[src/rtl/y_rf_scoreboard_if.sv]
// Operand-read, writeback and issue signals shared by the register file/scoreboard and its client.
// The slave modport is the register file's view.
interface y_rf_scoreboard_if #(
    parameter int unsigned WIDTH = 32,
    parameter int unsigned AW    = 5
);
    logic [AW-1:0]    rs1;
    logic [AW-1:0]    rs2;
    logic [WIDTH-1:0] rd1;
    logic [WIDTH-1:0] rd2;
    logic             wr_en;
    logic [AW-1:0]    wr_addr;
    logic [WIDTH-1:0] wr_data;
    logic             iss_en;
    logic [AW-1:0]    iss_rd;
    logic             busy1;
    logic             busy2;
    logic             stall;
    logic [AW:0]      pend_cnt;

    modport master (
        output rs1, rs2, wr_en, wr_addr, wr_data, iss_en, iss_rd,
        input  rd1, rd2, busy1, busy2, stall, pend_cnt
    );

    modport slave (
        input  rs1, rs2, wr_en, wr_addr, wr_data, iss_en, iss_rd,
        output rd1, rd2, busy1, busy2, stall, pend_cnt
    );
endinterface

[src/rtl/y_rf_scoreboard.sv]
// Execute-stage register file with write-to-read bypass and a per-register
// pending scoreboard that stalls issue while an operand has an in-flight producer.
module y_rf_scoreboard #(
    parameter int unsigned WIDTH = 32,
    parameter int unsigned NREG  = 32,
    parameter int unsigned AW    = 5
) (
    input  logic          clk,
    input  logic          reset,
    y_rf_scoreboard_if.slave bus
);
    logic [WIDTH-1:0] regs_q [NREG];
    logic [WIDTH-1:0] regs_d [NREG];
    logic [NREG-1:0]  pending_q, pending_d;
    logic [AW:0]      pend_cnt_q, pend_cnt_d;

    logic             wr_hit, iss_acc;
    logic             byp1, byp2;
    logic             busy1, busy2, stall;
    logic             cnt_inc, cnt_dec;
    logic [WIDTH-1:0] rd1, rd2;

    always_comb begin
        byp1  = bus.wr_en && (bus.wr_addr == bus.rs1);
        byp2  = bus.wr_en && (bus.wr_addr == bus.rs2);
        busy1 = (bus.rs1 != '0) && pending_q[bus.rs1] && !byp1;
        busy2 = (bus.rs2 != '0) && pending_q[bus.rs2] && !byp2;
        stall = busy1 | busy2;

        rd1 = '0;
        if (bus.rs1 != '0) rd1 = byp1 ? bus.wr_data : regs_q[bus.rs1];
        rd2 = '0;
        if (bus.rs2 != '0) rd2 = byp2 ? bus.wr_data : regs_q[bus.rs2];
    end

    always_comb begin
        wr_hit  = bus.wr_en && (bus.wr_addr != '0);
        iss_acc = bus.iss_en && !stall && (bus.iss_rd != '0);

        regs_d    = regs_q;
        pending_d = pending_q;
        if (wr_hit) begin
            regs_d[bus.wr_addr]    = bus.wr_data;
            pending_d[bus.wr_addr] = 1'b0;
        end
        // Issue is applied after the write so a new producer to the same register wins.
        if (iss_acc) pending_d[bus.iss_rd] = 1'b1;

        cnt_inc = iss_acc && !pending_q[bus.iss_rd];
        cnt_dec = wr_hit && pending_q[bus.wr_addr] &&
                  !(iss_acc && (bus.iss_rd == bus.wr_addr));
        pend_cnt_d = pend_cnt_q + (AW+1)'(cnt_inc) - (AW+1)'(cnt_dec);
    end

    always_ff @(posedge clk or posedge reset) begin
        if (reset) begin
            for (int unsigned i = 0; i < NREG; i++) regs_q[i] <= '0;
            pending_q  <= '0;
            pend_cnt_q <= '0;
        end else begin
            regs_q     <= regs_d;
            pending_q  <= pending_d;
            pend_cnt_q <= pend_cnt_d;
        end
    end

    assign bus.rd1      = rd1;
    assign bus.rd2      = rd2;
    assign bus.busy1    = busy1;
    assign bus.busy2    = busy2;
    assign bus.stall    = stall;
    assign bus.pend_cnt = pend_cnt_q;
endmodule

[src/flat_wrapper.sv]
// flat-port wrapper written by rule: the top's interface ports become plain ports
module y_rf_scoreboard_flat 
#(
    parameter int unsigned WIDTH = 32,
    parameter int unsigned NREG  = 32,
    parameter int unsigned AW    = 5
)
  (clk, reset, bus_rs1, bus_rs2, bus_wr_en, bus_wr_addr, bus_wr_data, bus_iss_en, bus_iss_rd, bus_rd1, bus_rd2, bus_busy1, bus_busy2, bus_stall, bus_pend_cnt);
  y_rf_scoreboard_if #(.WIDTH(WIDTH), .AW(AW)) bus_i ();
  input  logic clk;
  input  logic reset;
  input wire logic [$bits(bus_i.rs1)-1:0] bus_rs1;
  input wire logic [$bits(bus_i.rs2)-1:0] bus_rs2;
  input wire logic [$bits(bus_i.wr_en)-1:0] bus_wr_en;
  input wire logic [$bits(bus_i.wr_addr)-1:0] bus_wr_addr;
  input wire logic [$bits(bus_i.wr_data)-1:0] bus_wr_data;
  input wire logic [$bits(bus_i.iss_en)-1:0] bus_iss_en;
  input wire logic [$bits(bus_i.iss_rd)-1:0] bus_iss_rd;
  output wire logic [$bits(bus_i.rd1)-1:0] bus_rd1;
  output wire logic [$bits(bus_i.rd2)-1:0] bus_rd2;
  output wire logic [$bits(bus_i.busy1)-1:0] bus_busy1;
  output wire logic [$bits(bus_i.busy2)-1:0] bus_busy2;
  output wire logic [$bits(bus_i.stall)-1:0] bus_stall;
  output wire logic [$bits(bus_i.pend_cnt)-1:0] bus_pend_cnt;
  assign bus_i.rs1 = bus_rs1;
  assign bus_i.rs2 = bus_rs2;
  assign bus_i.wr_en = bus_wr_en;
  assign bus_i.wr_addr = bus_wr_addr;
  assign bus_i.wr_data = bus_wr_data;
  assign bus_i.iss_en = bus_iss_en;
  assign bus_i.iss_rd = bus_iss_rd;
  assign bus_rd1 = bus_i.rd1;
  assign bus_rd2 = bus_i.rd2;
  assign bus_busy1 = bus_i.busy1;
  assign bus_busy2 = bus_i.busy2;
  assign bus_stall = bus_i.stall;
  assign bus_pend_cnt = bus_i.pend_cnt;
  y_rf_scoreboard #(.WIDTH(WIDTH), .NREG(NREG), .AW(AW)) u_core (.clk(clk), .reset(reset), .bus(bus_i));
endmodule
[config.mk]
export PLATFORM = sky130hd
export DESIGN_NAME = y_rf_scoreboard_flat
export DESIGN_NICKNAME = d
export VERILOG_FILES = /design/src/rtl/y_rf_scoreboard_if.sv /design/src/rtl/y_rf_scoreboard.sv /design/src/flat_wrapper.sv
export SDC_FILE = /design/constraint.sdc
export NUM_CORES = 2
export LEC_CHECK = 0
export CORE_ASPECT_RATIO = 0.6
export CORE_MARGIN = 1.5
export CORE_UTILIZATION = 30
export CTS_BUF_LIST = sky130_fd_sc_hd__clkbuf_16
export DETAILED_ROUTE_END_ITERATION = 8
export PLACE_DENSITY = 0.56
export SLEW_MARGIN = 0
export SYNTH_ARGS = -nofsm -noshare
export SYNTH_HDL_FRONTEND = slang
export SYNTH_SLANG_ARGS = --single-unit
[constraint.sdc]
create_clock -name clk -period 89.6 [get_ports clk]
set_clock_uncertainty 0.15 [all_clocks]
set_input_delay 13.44 -clock clk [delete_from_list [all_inputs] [get_ports clk]]
set_output_delay 13.44 -clock clk [all_outputs]
set_load 0.005 [all_outputs]
Word level (Yosys, flattened, before mapping)
Cells that the tools add are included.
- flip-flop bits (word level): 1062
- latch bits: 0
- memory bits (writable): 0
- ROM bits: 0
- bits of input ports: 56
- output and inout bits: 73
- logic and storage cells: 108
- memories: 0
- $add $sub $neg: 2
- multiply operators: 0
- divide/modulo/power cells: 0
- $lt $le $gt $ge: 10
- eq/ne operators: 3
- shift-type cells: 0
- multiplexer cells: 27
- bitwise gates (word level): 7
- reduce and logical (&&, ||, !) cells: 25
- operator list (kind ; number):
    $bwmux 1024 ; 1
    $mux 32 ; 11
    $bmux 32 s5 ; 2
    $demux 32 s5 ; 1
    $and 32x32->32 ; 1
    $not 32->32 ; 1
    $or 32x32->32 ; 1
    $lt 5x6->1 const B ; 4
    $bmux 1 s5 ; 4
    $reduce_bool 5->1 ; 4
    $ge 6x6->1 const B ; 3
    $not 5->6 ; 3
    $logic_and 1x1->1 ; 16
    $eq 5x5->1 ; 3
    $demux 1 s5 ; 2
    $ge 5x1->1 const B ; 2
    $add 6x1->6 ; 1
    $lt 6x1->1 const B ; 1
    $mux 1 ; 6
    $sub 6x1->6 ; 1
    $logic_not 1->1 ; 5
    $or 1x1->1 ; 1

Logic depth before layout (Yosys ltp)
- word-level depth: 12
- mapped depth: 18
- mapped depth without buffers: 14

Worst setup path before layout
No wires, ideal clock.
- path kind: input to output
- start: input port bus_rs2[0]
- end: output port bus_rd2[16]
- arrival: 15368 ps
- path slack: 60642 ps
- stages on the path: 8
- path buffers: 4
- path through: buf_4 -> buf_6 -> buf_6 -> buf_2 -> mux4_2 -> mux4_2 -> o21ai_0 -> a211oi_1
- word-level cells in the longest chain between the ends: 6
- RTL lines (element ; RTL line ; RTL):
    from (decl) ; flat_wrapper.sv:13 ; input wire logic [$bits(bus_i.rs2)-1:0] bus_rs2;
    $not 5->6 (implied by the code) ; y_rf_scoreboard.sv:33 ; if (bus.rs2 != '0) rd2 = byp2 ? bus.wr_data : regs_q[bus.rs2];
    $bmux 32 s5 ; y_rf_scoreboard.sv:33 ;
    $mux 32 (implied by the code) (2 in series) ; y_rf_scoreboard.sv:33 ;
    $mux 32 ; y_rf_scoreboard.sv:33 ;
    $mux 32 * ; y_rf_scoreboard.sv:33 ;
    to (decl) ; flat_wrapper.sv:20 ; output wire logic [$bits(bus_i.rd2)-1:0] bus_rd2;
Every way passes the cells marked *; elsewhere a longest branch is shown, timed or not. The select of a mux whose other input is x is not followed.

Final worst setup path
- start: input port bus_rs1[0]
- end: output port bus_rd1[11]
- word-level cells in the longest chain between the ends: 6
- RTL lines (element ; RTL line ; RTL):
    from (decl) ; flat_wrapper.sv:12 ; input wire logic [$bits(bus_i.rs1)-1:0] bus_rs1;
    $not 5->6 (implied by the code) ; y_rf_scoreboard.sv:31 ; if (bus.rs1 != '0) rd1 = byp1 ? bus.wr_data : regs_q[bus.rs1];
    $bmux 32 s5 ; y_rf_scoreboard.sv:31 ;
    $mux 32 (implied by the code) (2 in series) ; y_rf_scoreboard.sv:31 ;
    $mux 32 ; y_rf_scoreboard.sv:31 ;
    $mux 32 * ; y_rf_scoreboard.sv:31 ;
    to (decl) ; flat_wrapper.sv:19 ; output wire logic [$bits(bus_i.rd1)-1:0] bus_rd1;
Marked as above.

==> flow_metrics.env <==
export IMPL_status="finished clean"
export IMPL_fmax_mhz=31.6
export IMPL_setup_viol_count_final=0
export IMPL_clock_sinks=1062
export IMPL_max_cap_violations=0
export IMPL_clk_pin_slew_ns=0.06
export IMPL_gr_usage_all_layers_pct=19.6
export IMPL_drtIter0Drc=3429
export IMPL_clk_insertion_delay_late_ns=0.71
export IMPL_place_inst=6100
export IMPL_first_pass_iters=5
export IMPL_grt_max_degree=168
export IMPL_viasPerCell=5.67
export IMPL_cts_tree="built"
export IMPL_cp_start_kind="input pin"
export IMPL_grt_pass1_wl_um=279000
export IMPL_tns_ns=0
export IMPL_p_leak_nw=27.3
export IMPL_crit_top_cell="mux4_2"
export IMPL_synth_top_cell_area_share_pct=45.9
export IMPL_hold_violations=0
export IMPL_r2r_start="u_core.pending_q[23]"
export IMPL_dp_hpwl_um=106000
export IMPL_synth_edff_count=0
export IMPL_cpPeakStageDelay_ns=0.82
export IMPL_drt_total_wl_um=192000
export IMPL_area_delta_synth_final_pct=11.8
export IMPL_die_y_um=343
export IMPL_period_needed_ns=31.61
export IMPL_ys_seq_area_share_pct=45.9
export IMPL_die_w_um=570
export IMPL_netlist_area_sq_mm=0.0580
export IMPL_io_pins=129
export IMPL_synthTopCellsByArea="dfrtp_1 (46%), mux4_2 (24%), mux2_2 (19%), mux2i_1 (2.4%), clkbuf_1 (1.7%)"
export IMPL_root_buffer="clkbuf_16"
export IMPL_die_area_sq_mm=0.196
export IMPL_yosysWarnings=0
export IMPL_crit_path_end_kind="output port"
export IMPL_crit_arrival_ns=18.02
export IMPL_holdPathStages=0
export IMPL_vias=35700
export IMPL_layout_nets=3688
export IMPL_remaining_drc_errors=0
export IMPL_core_sq_mm=0.191
export IMPL_hp_class="reg2reg"
export IMPL_cts_setup_buffers=0
export IMPL_rows=124
export IMPL_port_buffers=128
export IMPL_avgSynthCellArea_sq_um=15.6
export IMPL_worst_r2r_endpoint="u_core.bus.pend_cnt[4]"
export IMPL_ff2ff_path_depth=15
export IMPL_syn_inst=3721
export IMPL_worst_pin_slew_ns=1.31
export IMPL_holdPathEnd="u_core.regs_q[995]"
export IMPL_timing_slew_headroom_pct=12.1
export IMPL_post_route_period_util_pct=35.3
export IMPL_maxSlewViolCount=0
export IMPL_hold_buffers=0
export IMPL_rsz0062_at_grt="false"
export IMPL_path_class="in2out"
export IMPL_antenna_found_initial=8
export IMPL_synthArstFlopShare_pct=100
export IMPL_drtAntennaViolNets=0
export IMPL_worstPathRequired_ns=76.01
export IMPL_drive_gt1_share_pct=51.5
export IMPL_clock_path_buffers=3
export IMPL_slowest_stage="buf_4"
export IMPL_path_buf_inv=4
export IMPL_numCtsBuffers=106
export IMPL_htreeDepth=3
export IMPL_grt_pass1_vias=36000
export IMPL_rrSetupSlack_ns=85.35
export IMPL_yosys_area_top_type="dfrtp_1"
export IMPL_peakVddDrop_mv=0.0160
export IMPL_worstPathCellList="buf_8 -> buf_4 -> buf_12 -> mux4_2 -> mux4_2 -> mux2i_1 -> nand2_1 -> o21ai_1 -> nor2_1 -> clkdlybuf4s50_1"
export IMPL_cp_max_fo=99
export IMPL_critPathTopFamily="buffers and inverters"
export IMPL_gp_congestion=0.787
export IMPL_yosys_most_used_dff="dfrtp_1"
export IMPL_syn_num_nets=3784
export IMPL_instances_no_fill=6299
export IMPL_p_per_area_mw_per_mm2=21.6
export IMPL_ys_seq_elements=1062
export IMPL_synth_cell_types=50
export IMPL_cts_repair_resized=0
export IMPL_min_from="u_core.regs_q[995]"
export IMPL_initial_core_util_pct=30.3
export IMPL_overflow=0
export IMPL_wl_per_cell_um=30.4
-- worst reg2reg max path, delay by kind of cell, from the launching register on --
kind	cells	cell delay [ns]
buffers and inverters	2	0.40
xor gates and xnor gates	1	0.12
AOI/OAI and AO/OA	3	0.52
and+or+nand+nor	4	0.70
DFF	1	0.42
adders and majority gates	3	0.95
muxes	2	0.91
-- synthesized netlist by cell type (all sizes together), types with 5 or more instances --
library cell / count
a211oi: 35
a21oi: 5
a22oi: 7
a32o: 31
and3: 7
buf: 176
clkbuf: 257
dfrtp: 1062
ha: 6
inv: 24
mux2: 1001
mux2i: 140
mux4: 624
nand2: 69
nand3: 6
nor2: 89
nor2b: 25
nor3: 38
nor3b: 6
o211ai: 7
o21ai: 39
o22ai: 14
xnor2: 9
xor2: 11
-- kinds of logic (layout without fill, tap and decap cells) --
family / count (synthesis) / count (layout) / synth area share, %
AO/OA/AOI/OAI: 147 / 147 / 1.83
adder cells (fa/ha/maj): 7 / 7 / 0.164
flip-flops: 1062 / 1062 / 45.9
other: 0 / 4 / 0
XOR/XNOR: 20 / 20 / 0.302
multiplexers: 1765 / 1765 / 46.1
buffers and inverters: 457 / 448 / 3.59
AND/OR/NAND/NOR: 263 / 263 / 2.14
-- where the power goes --
part | leakage (nW) | switching, W | internal (W) | total, W
registers | 13.6 | 0.0000699 | 0.000572 | 0.000642
logic | 12.0 | 0.000127 | 0.000203 | 0.000330
clock network | 1.67 | 0.000202 | 0.000228 | 0.000430
-- flip-flops by register name, summed over array words and instances (netlist names) --
register and cells:
u_core.bus.pend_cnt 6, u_core.pending_q 32, u_core.regs_q 1024
-- area by class of cell --
class / instances / area, sq um
Tap cell: 2583 / 3230
Clock buffer: 107 / 2680
Multi-Input combinational cell: 2202 / 29600
Clock inverter: 88 / 546
Fill cell: 18500 / 126000
Inverter: 24 / 100
Timing Repair Buffer: 229 / 2110
Antenna cell: 4 / 10.0
Sequential cell: 1062 / 26600
-- metal layers --
metal	part of all wire (%)	track usage [%]	routed length, um	up-vias
met5	0	0	0	-
met4	2.0	4.33	3800	0
met3	6.7	3.71	12900	222
met2	43	28.4	83100	1263
met1	48	30.1	92000	19900
li1	-	-	-	14300
-- stage by stage --
step,setup WS (ns),area [sq um],total power (W),util (%),hold WS [ns]
floorplan,46.12,58000,0.000875,-,0.291
global placement,57.88,61600,0.000970,32.2,0.227
detailed placement,57.90,61600,0.000979,32.2,0.233
CTS,57.88,64800,0.00141,33.9,0.248
global route,57.66,64800,0.00147,33.9,0.259
finish,57.99,64800,0.00140,33.9,0.241
-- worst max path at each step --
stage          depth (start not counted)  startpoint                endpoint
2_1_floorplan                          1       reset  u_core.bus.pend_cnt[0]
3_5_place_dp                          10  bus_rs1[0]             bus_rd1[11]
6_report                              10  bus_rs1[0]             bus_rd1[11]
5_1_grt                               10  bus_rs1[0]             bus_rd1[11]
3_3_place_gp                          10  bus_rs2[0]             bus_rd2[24]
4_1_cts                               10  bus_rs1[0]             bus_rd1[11]
-- layout by cell type, fill, tap and decap left out, types with 9 or more instances in the layout --
master,Yosys,layout
dfrtp_1,1062,1062
mux2_2,1001,1001
mux4_2,624,624
mux2i_1,140,140
clkdlybuf4s50_1,0,117
clkbuf_16,0,107
buf_4,40,99
nor2_1,88,76
nand2_1,69,51
inv_1,23,45
clkinv_1,0,40
nor3_1,38,38
a211oi_1,35,35
a32o_1,31,31
nor2b_1,25,25
o21ai_0,25,25
nand2_4,0,18
o22ai_1,14,14
o21ai_1,14,14
clkinv_2,0,14
nor2_4,0,12
xor2_1,11,11
xnor2_1,9,9
(Power assumes the default switching activity.)
